[src/rtl/uart_tx.sv]
// UART transmit core: start bit, DATA_WIDTH data bits LSB first, optional even parity, stop bit.
// Define UART_TX_PARITY_EN to insert the parity bit between the data bits and the stop bit.
module uart_tx #(
  parameter int unsigned CLK_DIV    = 16,
  parameter int unsigned DATA_WIDTH = 8
) (
  input  logic                  main_clk_i,
  input  logic                  main_rst_i,
  input  logic                  ctrl_ena_i,
  output logic                  ctrl_busy_o,
  input  logic                  tx_valid_i,
  input  logic [DATA_WIDTH-1:0] tx_data_i,
  output logic                  tx_ready_o,
  output logic                  txd_o
);

  localparam int unsigned BAUD_W = $clog2(CLK_DIV);
  localparam int unsigned BIT_W  = $clog2(DATA_WIDTH);
  localparam logic [BAUD_W-1:0] BAUD_LAST = BAUD_W'(CLK_DIV - 1);
  localparam logic [BIT_W-1:0]  BIT_LAST  = BIT_W'(DATA_WIDTH - 1);

  typedef enum logic [2:0] {
    S_IDLE,
    S_START,
    S_DATA,
    S_PARITY,
    S_STOP
  } state_e;

  state_e                  state_q;
  logic [BAUD_W-1:0]       baud_q;
  logic [BIT_W-1:0]        bit_q;
  logic [DATA_WIDTH-1:0]   shreg_q;
  logic                    txd_q;
  logic                    busy_q;
  logic                    bit_end;
`ifdef UART_TX_PARITY_EN
  logic                    parity_q;
`endif

  assign bit_end     = (baud_q == BAUD_LAST);
  assign tx_ready_o  = (state_q == S_IDLE) & ctrl_ena_i;
  assign ctrl_busy_o = busy_q;
  assign txd_o       = txd_q;

  // Frame sequencer; txd is loaded on each transition so the line changes with the state.
  always_ff @(posedge main_clk_i) begin
    if (main_rst_i) begin
      state_q  <= S_IDLE;
      baud_q   <= '0;
      bit_q    <= '0;
      shreg_q  <= '0;
      txd_q    <= 1'b1;
      busy_q   <= 1'b0;
`ifdef UART_TX_PARITY_EN
      parity_q <= 1'b0;
`endif
    end else begin
      if (state_q != S_IDLE) begin
        baud_q <= bit_end ? '0 : baud_q + BAUD_W'(1);
      end
      case (state_q)
        S_IDLE: begin
          if (tx_valid_i && tx_ready_o) begin
            shreg_q  <= tx_data_i;
            state_q  <= S_START;
            txd_q    <= 1'b0;
            busy_q   <= 1'b1;
            baud_q   <= '0;
            bit_q    <= '0;
`ifdef UART_TX_PARITY_EN
            parity_q <= ^tx_data_i;
`endif
          end
        end
        S_START: begin
          if (bit_end) begin
            state_q <= S_DATA;
            txd_q   <= shreg_q[0];
          end
        end
        S_DATA: begin
          if (bit_end) begin
            shreg_q <= shreg_q >> 1;
            if (bit_q == BIT_LAST) begin
`ifdef UART_TX_PARITY_EN
              state_q <= S_PARITY;
              txd_q   <= parity_q;
`else
              state_q <= S_STOP;
              txd_q   <= 1'b1;
`endif
            end else begin
              bit_q <= bit_q + BIT_W'(1);
              txd_q <= shreg_q[1];
            end
          end
        end
`ifdef UART_TX_PARITY_EN
        S_PARITY: begin
          if (bit_end) begin
            state_q <= S_STOP;
            txd_q   <= 1'b1;
          end
        end
`endif
        S_STOP: begin
          if (bit_end) begin
            state_q <= S_IDLE;
            txd_q   <= 1'b1;
            busy_q  <= 1'b0;
          end
        end
        default: begin
          state_q <= S_IDLE;
          txd_q   <= 1'b1;
          busy_q  <= 1'b0;
        end
      endcase
    end
  end

endmodule
[config.mk]
export PLATFORM = sky130hd
export DESIGN_NAME = uart_tx
export DESIGN_NICKNAME = d
export VERILOG_FILES = /design/src/rtl/uart_tx.sv
export SDC_FILE = /design/constraint.sdc
export NUM_CORES = 1
export LEC_CHECK = 0
export ABC_AREA = 1
export CORE_UTILIZATION = 53
export DETAILED_ROUTE_END_ITERATION = 6
export PLACE_DENSITY = 0.78
export SETUP_SLACK_MARGIN = 0.3
export SLEW_MARGIN = 20
export SYNTH_ARGS = -nofsm -noshare
export SYNTH_HDL_FRONTEND = slang
export SYNTH_SLANG_ARGS = --single-unit
[constraint.sdc]
create_clock -name main_clk_i -period 1.7 [get_ports main_clk_i]
set_clock_uncertainty 0.05 [all_clocks]
set_input_delay 0.255 -clock main_clk_i [delete_from_list [all_inputs] [get_ports main_clk_i]]
set_output_delay 0.255 -clock main_clk_i [all_outputs]
set_load 0.05 [all_outputs]
==> parameters.txt <==
Parameter                              Value

Status
  Run status ... finished, final reports clean

Setup path
  Launch point of the worst path ... state_q[1]$_SDFFE_PP0P_
  Critical path, cell by cell ... buf_4 -> nand3_4 -> inv_1 -> buf_4 -> nand2_1 -> nand2_1 -> nand3_4 -> a21oi_2
  Critical path fanouts, max ... 10
  Arrival time at the worst endpoint ... 1.79 ns
  CP max-delay cell ... dfxtp_4
  Reg-to-reg slack, setup ... 0.12 ns
  Startpoint Class ... flop
  Worst reg2reg path startpoint ... state_q[1]$_SDFFE_PP0P_
  Endpoint of the lowest-slack register-to-register path ... shreg_q[6]$_SDFFE_PP0P_
  Endpoint class of the critical path ... flop
  Crit Path Category ... flop to flop
  Worst-case reg-to-reg path depth ... 8
  Termination of the worst setup path ... shreg_q[6]$_SDFFE_PP0P_
  Delay of the slowest cell on the worst path ... 0.39 ns
  CP required ... 1.90 ns

Finish
  Share of cells above drive strength 1 ... 40.00%
  Fill count ... 78
  Count of antenna diodes in the layout ... 0
  Number of nets in the finished design ... 211
  Area growth, synth to finish ... 54.42%
  Number of cells in the finished layout apart from fillers ... 220
  Final design utilization ... 91.27%

Floorplanning
  Core footprint ... 1821 sq um
  Starting Density ... 59.11%
  Width of the die ... 47.06 microns
  Number of primary I/O pins ... 15
  Number of cell rows ... 15
  Die outline area ... 2215 sq um
  Die Y-Extent ... 47.06 microns

CTS
  H-tree lvl count ... 1
  CTS clk-pin slew, worst paths ... 0.13 ns
  Buffers from clock root to sink, at most ... 2
  Clock tree from TritonCTS ... done
  CTS root buf ... clkbuf_4
  CTS buffer count ... 3
  Sinks on Clock Net ... 20
  Clock latency at the later pin of the worst-skew pair ... 0.32 ns

Detailed routing
  Post-detailed-route via-to-cell ratio ... 5.868
  First-iteration detailed-routing DRC count ... 88
  WL per Instance ... 17.60 microns
  Residual DRC count ... 0
  Vias post-DR ... 1291
  Antenna Nets Post-Route ... 0
  Count of TritonRoute iterations in the first routing pass ... 6
  Routed Wire Length ... 3872 microns

Place
  Count of port buffers added during placement ... 14
  RD Place Congestion ... 0.8997
  Placed Instances ... 201
  Post-DP HPWL ... 1786 microns

STA
  Fraction of the cycle the final worst path needs ... 93.12%
  Pin slew with the least headroom to its limit ... 0.3404 ns
  Setup TNS ... 0 ns
  Final setup viols ... 0
  Final number of hold-violating endpoints ... 0
  Number of pins exceeding their max-slew limit in the final report ... 0
  Upper clock frequency limit ... 631.7 MHz
  Setup repair after global routing missed its margin ... true
  Worst hold margin ... 0.4317 ns
  Worst rel slew slack ... 77.16%
  Minimum clock period after layout ... 1.583 ns

Pwr
  Power Dens Cells ... 1864 nW/um^2
  Largest voltage drop on the vdd net ... 0.001440 V
  Standby leakage power ... 0.0007390 uW

Synthesis
  Share of synthesized cell area in full adder, half adder and majority cells ... 3.488%
  Leading post-synthesis cells by cell area ... dfxtp_1 (37%), nand2_1 (18%), a21oi_1 (8.4%), nand3_1 (5.6%), inv_1 (5.2%)
  Register bit count reported by yosys ... 20
  Total standard cell area after synthesis ... 1076 sq um
  Synth cell types ... 21
  Share of Yosys cell area claimed by the top area cell type ... 37.21%
  Part of the Yosys area used for sequential elements ... 37.21%
  Yosys warns ... 0
  Fraction of the mapped netlist area in simple logic gates ... 37.79%
  Largest area contributor in the synthesized netlist ... dfxtp_1
  Mapped Avg Cell Area ... 6.725 sq um
  Post-synthesis compound-gate area fraction ... 11.63%
  Dominant combinational cell family by area after synthesis ... simple AND/OR/NAND/NOR gates
  Net Count, Synth ... 175
  Cell count after synthesis ... 160
  Post-Synth XOR/XNOR Area ... 0.8140%
  Proportion of synthesized area in mux cells ... 0%

Global routing
  Combined global-route utilization of all metal layers ... 30.26%
  First-pass GRT wire length ... 4609 microns
  Largest net degree at the start of global routing ... 12
  Via count of the first global-routing pass ... 1096
  Number of antenna violations at the first check in global routing ... 0
  Global-route congestion overflow total ... 0

Hold path
  HP Class ... flop to flop

Flow run
  Max-cap check violation count ... 0
[state kept, by name (all words and copies together) (netlist names)]
signal       flops
baud_q           4
bit_q            3
ctrl_busy_o      1
shreg_q          8
state_q          3
txd_o            1
[logic make-up (layout without fill, tap and decap cells)]
family                   Yosys count  count (layout)
adder cells (fa/ha/maj)            3               3
AND/OR/NAND/NOR                   90              90
XOR/XNOR                           1               1
flip-flops                        20              20
buffers and inverters             21              56
AO/OA/AOI/OAI                     25              25
[where the power goes]
part           switching [uW]  internal (uW)
Clock                     170            131
Combinational            1200            844
Sequential                127            629
Total                    1490           1600
[placed cells by master (no fill, tap or decap), types with 9 or more instances in the layout]
cell and instances:
nand2_1 49, buf_4 18, dfxtp_1 15, inv_1 14, a21oi_2 13, nand3_2 11
clkdlybuf4s50_1 11, nor2_1 9
[how the worst min path moves through the flow]
| stage | start | to | slack (ns) | cells after the start |
|---|---|---|---|---|
| after global routing | ctrl_busy_o$_SDFFE_PP0P_ | ctrl_busy_o$_SDFFE_PP0P_ | 0.45 | 2 |
| final | ctrl_busy_o$_SDFFE_PP0P_ | ctrl_busy_o$_SDFFE_PP0P_ | 0.43 | 2 |
| after CTS | baud_q[0]$_SDFF_PP0_ | baud_q[0]$_SDFF_PP0_ | 0.42 | 1 |
| after global placement | ctrl_busy_o$_SDFFE_PP0P_ | ctrl_busy_o$_SDFFE_PP0P_ | 0.38 | 2 |
| after detailed placement | shreg_q[0]$_SDFFE_PP0P_ | shreg_q[0]$_SDFFE_PP0P_ | 0.41 | 2 |
| after floorplan | tx_data_i[7] | shreg_q[7]$_SDFFE_PP0P_ | 0.38 | 2 |
[cell usage after synthesis (all sizes together)]
cell type	number
nand4	3
buf	3
xor2	1
nand3	15
ha	3
o21ai	7
inv	16
nor2	17
clkinv	1
nand2	55
dfxtp	20
a21oi	18
clkbuf	1
[worst max-delay path, delay by kind of cell (launching register included)]
kind,cells,cell delay [ns]
buf+inv,3,0.46
flops,1,0.39
simple gates,4,0.45
compound gates,1,0.17
[cell type report]
class	instances	area (sq um)	area share [%]
Clock buffer	4	36.28	2.184
Inverter	17	71.32	4.292
Multi-Input combinational cell	119	769.5	46.31
Sequential cell	20	414.1	24.92
Tap cell	25	31.28	1.883
Timing Repair Buffer	35	339.1	20.41
[layer usage]
layer  global-route usage (%)  vias up  routed length [microns]
li1                         -      580                        -
met1                    35.14      608                     1537
met2                    52.22       88                     1949
met3                    5.385       15                      269
met4                    17.14        0                      116
met5                        0        -                        0
[per-stage QoR]
| step | total power [uW] | instance area [sq um] | setup WS, ns |
|---|---|---|---|
| floorplan | 1611 | 1079 | 0.3335 |
| global placement | 1849 | 1266 | 0.05176 |
| detailed placement | 1900 | 1266 | -0.02277 |
| CTS | 2615 | 1508 | 0.2354 |
| global route | 3250 | 1662 | 0.1068 |
| finish | 3098 | 1662 | 0.1169 |
[what timing repair did]
item	in CTS	in global routing
resized for setup	35	25
buffers inserted	8	7
pin swaps	17	13
hold endpoints to repair	0	0
endpoints found under the setup margin	15	16
hold buffers	0	0
Note: power is estimated with default switching activity, not from simulation.
